$ cat src/rtl/fetch_sync_pkg.sv
// Shared defaults and channel indices for the fetch redirect synchronizer.
package fetch_sync_pkg;

    localparam int unsigned FRS_NUM_CH = 2;
    localparam int unsigned FRS_WIDTH  = 16;
    localparam int unsigned FRS_DEPTH  = 2;

    localparam int unsigned FRS_CH_IP = 0;
    localparam int unsigned FRS_CH_CS = 1;

endpackage

$ cat src/rtl/redirect_fifo.sv
// Synchronous commit FIFO; a push into a full FIFO with no pop merges into the youngest entry.
module redirect_fifo
    import fetch_sync_pkg::*;
#(
    parameter int unsigned NUM_CH = FRS_NUM_CH,
    parameter int unsigned WIDTH  = FRS_WIDTH,
    parameter int unsigned DEPTH  = FRS_DEPTH
) (
    input  logic                    clk_i,
    input  logic                    rst_ni,
    input  logic                    push_i,
    input  logic [NUM_CH*WIDTH-1:0] push_data_i,
    input  logic [NUM_CH-1:0]       push_mask_i,
    input  logic                    pop_i,
    output logic [NUM_CH*WIDTH-1:0] head_data_o,
    output logic [NUM_CH-1:0]       head_mask_o,
    output logic                    empty_o,
    output logic                    full_o
);

    localparam int unsigned PtrW = (DEPTH > 1) ? $clog2(DEPTH) : 1;
    localparam int unsigned CntW = $clog2(DEPTH + 1);

    logic [NUM_CH*WIDTH-1:0] mem_data_q [DEPTH];
    logic [NUM_CH*WIDTH-1:0] mem_data_d [DEPTH];
    logic [NUM_CH-1:0]       mem_mask_q [DEPTH];
    logic [NUM_CH-1:0]       mem_mask_d [DEPTH];
    logic [PtrW-1:0]         wr_ptr_q, wr_ptr_d, rd_ptr_q, rd_ptr_d, yng_ptr;
    logic [CntW-1:0]         count_q, count_d;
    logic                    do_pop, do_push, do_merge;

    assign empty_o     = (count_q == '0);
    assign full_o      = (count_q == CntW'(DEPTH));
    assign head_data_o = empty_o ? '0 : mem_data_q[rd_ptr_q];
    assign head_mask_o = empty_o ? '0 : mem_mask_q[rd_ptr_q];

    assign do_pop   = pop_i & ~empty_o;
    assign do_merge = push_i & full_o & ~do_pop;
    assign do_push  = push_i & ~do_merge;
    assign yng_ptr  = (wr_ptr_q == '0) ? PtrW'(DEPTH - 1) : wr_ptr_q - 1'b1;

    always_comb begin
        mem_data_d = mem_data_q;
        mem_mask_d = mem_mask_q;
        wr_ptr_d   = wr_ptr_q;
        rd_ptr_d   = rd_ptr_q;
        count_d    = count_q + CntW'(do_push) - CntW'(do_pop);
        if (do_merge) begin
            // Newer channel values overwrite, untouched channels keep the older record's data.
            mem_mask_d[yng_ptr] = mem_mask_q[yng_ptr] | push_mask_i;
            for (int unsigned c = 0; c < NUM_CH; c++) begin
                if (push_mask_i[c]) begin
                    mem_data_d[yng_ptr][c*WIDTH +: WIDTH] = push_data_i[c*WIDTH +: WIDTH];
                end
            end
        end else if (do_push) begin
            mem_data_d[wr_ptr_q] = push_data_i;
            mem_mask_d[wr_ptr_q] = push_mask_i;
            wr_ptr_d = (wr_ptr_q == PtrW'(DEPTH - 1)) ? '0 : wr_ptr_q + 1'b1;
        end
        if (do_pop) begin
            rd_ptr_d = (rd_ptr_q == PtrW'(DEPTH - 1)) ? '0 : rd_ptr_q + 1'b1;
        end
    end

    always_ff @(posedge clk_i) begin
        if (!rst_ni) begin
            for (int unsigned i = 0; i < DEPTH; i++) begin
                mem_data_q[i] <= '0;
                mem_mask_q[i] <= '0;
            end
            wr_ptr_q <= '0;
            rd_ptr_q <= '0;
            count_q  <= '0;
        end else begin
            mem_data_q <= mem_data_d;
            mem_mask_q <= mem_mask_d;
            wr_ptr_q   <= wr_ptr_d;
            rd_ptr_q   <= rd_ptr_d;
            count_q    <= count_d;
        end
    end

endmodule

$ cat src/rtl/fetch_redirect_sync.sv
// Stages per-channel fetch redirect updates and commits them as records on propagate.
// Define FETCH_REDIRECT_BYPASS_EN for a zero-latency path when the commit FIFO is empty.
module fetch_redirect_sync
    import fetch_sync_pkg::*;
#(
    parameter int unsigned NUM_CH = FRS_NUM_CH,
    parameter int unsigned WIDTH  = FRS_WIDTH,
    parameter int unsigned DEPTH  = FRS_DEPTH
) (
    input  logic                    clk,
    input  logic                    reset,
    input  logic [NUM_CH-1:0]       upd,
    input  logic [NUM_CH*WIDTH-1:0] upd_data,
    input  logic [NUM_CH*WIDTH-1:0] cur_data,
    input  logic                    propagate,
    input  logic                    abort,
    output logic                    out_valid,
    input  logic                    out_ready,
    output logic [NUM_CH*WIDTH-1:0] out_data,
    output logic [NUM_CH-1:0]       out_mask,
    output logic                    pending,
    output logic                    full
);

    logic [NUM_CH-1:0]       staged_q, staged_d;
    logic [NUM_CH*WIDTH-1:0] staged_val_q, staged_val_d;
    logic [NUM_CH-1:0]       rec_mask;
    logic [NUM_CH*WIDTH-1:0] rec_data;
    logic                    rec_push, fifo_push, fifo_empty;
    logic [NUM_CH*WIDTH-1:0] head_data;
    logic [NUM_CH-1:0]       head_mask;

    always_comb begin
        staged_d     = staged_q;
        staged_val_d = staged_val_q;
        rec_mask     = staged_q | upd;
        rec_data     = cur_data;
        for (int unsigned c = 0; c < NUM_CH; c++) begin
            if (upd[c]) begin
                rec_data[c*WIDTH +: WIDTH] = upd_data[c*WIDTH +: WIDTH];
            end else if (staged_q[c]) begin
                rec_data[c*WIDTH +: WIDTH] = staged_val_q[c*WIDTH +: WIDTH];
            end
        end
        if (abort || propagate) begin
            staged_d = '0;
        end else begin
            for (int unsigned c = 0; c < NUM_CH; c++) begin
                if (upd[c]) begin
                    staged_d[c] = 1'b1;
                    staged_val_d[c*WIDTH +: WIDTH] = upd_data[c*WIDTH +: WIDTH];
                end
            end
        end
    end

    assign rec_push = propagate & ~abort & (|rec_mask);
    assign pending  = |staged_q;

`ifdef FETCH_REDIRECT_BYPASS_EN
    logic bypass;
    // A record consumed in its own propagate cycle never enters the FIFO.
    assign bypass    = rec_push & fifo_empty;
    assign fifo_push = rec_push & ~(bypass & out_ready);
    assign out_valid = ~fifo_empty | bypass;
    assign out_data  = bypass ? rec_data : head_data;
    assign out_mask  = bypass ? rec_mask : head_mask;
`else
    assign fifo_push = rec_push;
    assign out_valid = ~fifo_empty;
    assign out_data  = head_data;
    assign out_mask  = head_mask;
`endif

    redirect_fifo #(
        .NUM_CH (NUM_CH),
        .WIDTH  (WIDTH),
        .DEPTH  (DEPTH)
    ) u_fifo (
        .clk_i       (clk),
        .rst_ni      (reset),
        .push_i      (fifo_push),
        .push_data_i (rec_data),
        .push_mask_i (rec_mask),
        .pop_i       (out_ready),
        .head_data_o (head_data),
        .head_mask_o (head_mask),
        .empty_o     (fifo_empty),
        .full_o      (full)
    );

    always_ff @(posedge clk) begin
        if (!reset) begin
            staged_q     <= '0;
            staged_val_q <= '0;
        end else begin
            staged_q     <= staged_d;
            staged_val_q <= staged_val_d;
        end
    end

endmodule

$ cat config.mk
export PLATFORM = sky130hd
export DESIGN_NAME = fetch_redirect_sync
export DESIGN_NICKNAME = d
export VERILOG_FILES = /design/src/rtl/fetch_sync_pkg.sv /design/src/rtl/redirect_fifo.sv /design/src/rtl/fetch_redirect_sync.sv
export SDC_FILE = /design/constraint.sdc
export NUM_CORES = 1
export LEC_CHECK = 0
export CAP_MARGIN = 20
export CELL_PAD_IN_SITES_DETAIL_PLACEMENT = 0
export CELL_PAD_IN_SITES_GLOBAL_PLACEMENT = 1
export CORE_MARGIN = 4
export CORE_UTILIZATION = 38
export CTS_CLUSTER_DIAMETER = 60
export CTS_CLUSTER_SIZE = 10
export DETAILED_ROUTE_END_ITERATION = 8
export PLACE_DENSITY_LB_ADDON = 0.1
export SLEW_MARGIN = 15
export SYNTH_ARGS = -nofsm -noshare
export SYNTH_HDL_FRONTEND = slang
export SYNTH_SLANG_ARGS = --single-unit
$ cat constraint.sdc
create_clock -name clk -period 2.4 [get_ports clk]
set_input_delay 0.48 -clock clk [delete_from_list [all_inputs] [get_ports clk]]
set_output_delay 0.48 -clock clk [all_outputs]
set_load 0.03 [all_outputs]
==> reports/qor.csv <==
stage;metric;value;unit
run_status;status;complete, no violations;
clocking;hold_buffers;0;
drt;vias;4485;
power;max-vdd-ir-drop;0.575;mV
yosys;synth_fa_ha_area_share;0.482;%
power;p_per_area;680;nW/µm²
yosys;synth_top_family_by_area;multiplexers;
die;dieWidth;125;µm
clocking;cts_root_buf;clkbuf_16;
setup_path;critical_path_class;flip-flop to output pin;
timing;rsz0062_at_grt;no;
drt;route.final.wire_length;13800;µm
grt;grt_max_degree;44;
drt;viasPerCell;4.98;
timing;tightestPinTransition;0.603;ns
drt;ant_nets;0;
yosys;syn_area;5190;µm²
timing;relSlewSlack;59.7;%
power;p_clk_share;32.5;%
timing;slew_viol_final;0;
worst_hold_path;hp-class;flip-flop to flip-flop;
grt;met2_usage;30.4;%
power;p_sw;1.44;mW
yosys;synth_ff_type;dfxtp_1;
timing;skew;0.00624;ns
die;start_util;39.0;%
power;seq_power_share;41.2;%
drt;wl_per_cell;15.3;µm
layout;finalNetCount;793;
yosys;synth_enable_flop_cells;0;
yosys;yosysUniqueCellTypes;35;
placement;dpl.hpwl;9910;µm
drt;drtIter0Drc;247;
power;comb_power_share;26.3;%
setup_path;worstSetupEndpointType;output pin;
drt;firstDrtPassIters;4;
timing;setup_viol;0;
yosys;synth_compound_area_share;9.60;%
clocking;clock_path_buffers;2;
timing;fin_crit_sh;95.0;%
grt;use_met1;21.5;%
yosys;avgSynthCellArea;8.29;µm²
layout;final_cell_mix;nand2_1 (176), mux2i_1 (120), dfxtp_1 (105), clkdlybuf4s50_1 (71), nor2_1 (51);
setup_path;path_max_fanout;12;
clocking;post-cts-setup-buffers;0;
grt;gr-usage-all-layers;17.6;%
clocking;insertion_delay;0.35;ns
clocking;cts_sinks;106;
power;switching_share;30.8;%
grt;top_usage_layer;met2;
yosys;synth-seq-area-share;40.9;%
die;fp-row-count;42;
placement;dp_slack;0.0653;ns
power;p_total;4.67;mW
die;die-area;15600;µm²
die;die_height;125;µm
grt;antenna_found_initial;0;
clocking;cts_resized;13;
power;p_leak;2.93;nW
die;core;13300;µm²
clocking;htree_num_levels;3;
grt;grt-ovfl-total;0;
clocking;cts_made_buffers;9;
clocking;clkTransAtPathRegs;0.07;ns
yosys;synth_seq_cells;106;
flow_run;maxCapViolCount;0;
setup_path;required;1.92;ns
yosys;synth_cells;626;
yosys;muxShareOfSynthArea;24.2;%
yosys;synth-async-reset-ratio;0;%
layout;drive_gt1_share;8.69;%
yosys;synth_simple_gate_area_share;19.7;%
timing;final_hold_viol_count;0;
layout;n_fill_cell;1258;
timing;max_freq;0.439;GHz
layout;final_common_cell;nand2_1;
setup_path;start_kind;flip-flop;
grt;grt_pass1_vias;4651;
timing;hold-worst-slack;0.454;ns
die;num_io_pins;108;
placement;globalplace.congestion;0.765;
timing;period_needed;2.28;ns
grt;grt_pass1_wl;22600;µm
setup_path;arrival;1.80;ns
timing;fin_ws;0.120;ns
yosys;synth_xor_area_share;0.844;%
drt;drc;0;
grt;grt_use_met3;4.46;%
yosys;synth_nets;699;
setup_path;crit_chain;nor2_4 -> buf_4 -> inv_1 -> clkdlybuf4s50_1;
clocking;cts_tree;built;
yosys;ys.warnings.count;0;
placement;io_buffers;107;
layout;synthToLayoutAreaGrowth;32.2;%
layout;antenna_cells;0;
power;internal_power;3.23;mW
timing;tns;0;ns
setup_path;crit_slowest_cell;clkdlybuf4s50_1;
setup_path;critical_path.max_stage_delay;0.67;ns
[cells in the mapped netlist, drive strengths merged (2+ instances only)]
cell	number	share of area, %
ha	2	0.48
buf	14	1.5
and3	2	0.24
nand2b	2	0.24
a21oi	38	3.9
nor3b	2	0.29
nand2	176	13
or2	2	0.24
mux2i	120	23
dfxtp	106	41
nor2	52	3.8
nor4	3	0.36
clkbuf	33	2.4
a32o	10	1.9
and2	5	0.60
xor2	2	0.34
inv	4	0.29
a211oi	3	0.43
mux2	5	1.1
xnor2	3	0.51
a21o	2	0.29
o21ai	31	3.1
nor3	3	0.29
or3	2	0.34
[path summary, 6_finish.rpt]
path,from,endpoint,slack [ns],cells after the start
hold reg to reg,staged_val_q[1]$_SDFFE_PN0P_,staged_val_q[1]$_SDFFE_PN0P_,0.45,2
setup reg to reg,u_fifo.count_q[1]$_SDFF_PN0_,u_fifo.count_q[1]$_SDFF_PN0_,0.45,10
hold / removal,staged_val_q[1]$_SDFFE_PN0P_,staged_val_q[1]$_SDFFE_PN0P_,0.45,2
setup / recovery,u_fifo.count_q[1]$_SDFF_PN0_,out_valid,0.12,4
[registers in the layout (all words and copies together), names as in the netlist]
| name | flops |
|---|---|
| staged_q | 2 |
| staged_val_q | 32 |
| u_fifo.count_q | 2 |
| u_fifo.mem_data_q | 64 |
| u_fifo.mem_mask_q | 4 |
| u_fifo.rd_ptr_q | 1 |
| u_fifo.wr_ptr_q | 1 |
[power groups by stage]
stage               registers [mW]  logic [mW]  clock network, mW
CTS                           1.92        1.23               1.55
global route                  1.94        1.34               1.63
global placement              1.96        1.23                  0
floorplan                     1.93       0.763                  0
detailed placement            1.96        1.24                  0
finish                        1.92        1.23               1.52
[layout make-up]
class	instances	area [µm²]	share of cell area, %
Clock buffer	10	239	3.48
Clock inverter	6	65.1	0.948
Timing Repair Buffer	130	1340	19.5
Sequential cell	106	2120	31.0
Tap cell	176	220	3.21
Inverter	4	15.0	0.219
Multi-Input combinational cell	469	2860	41.7
[cell families (layout without fill, tap and decap cells)]
family / after synthesis / after routing
AO/OA/AOI/OAI: 84 / 84
XOR/XNOR: 5 / 5
adder cells (fa/ha/maj): 2 / 2
buffers and inverters: 51 / 150
flip-flops: 106 / 106
multiplexers: 125 / 125
AND/OR/NAND/NOR: 253 / 253
[metrics by stage]
step	std cells	util [%]	cell area [µm²]
final	901	51.6	6860
after global routing	901	51.6	6860
after CTS	901	51.4	6830
after detailed placement	885	49.2	6540
after global placement	885	49.2	6540
after floorplan	626	-	5190
[metal layers]
layer | vias to the layer above | part of all wire, %
met5 | - | 0
met4 | 0 | 1.9
met3 | 19 | 3.7
met2 | 88 | 49
met1 | 2089 | 45
li1 | 2289 | -
[critical path, delay by kind of cell, from the launching register on]
| kind | cells | cell delay [ns] |
|---|---|---|
| buf+inv | 3 | 0.94 |
| flops | 1 | 0.44 |
| simple gates | 1 | 0.06 |
No activity file was read; power rests on OpenSTA's default activity.
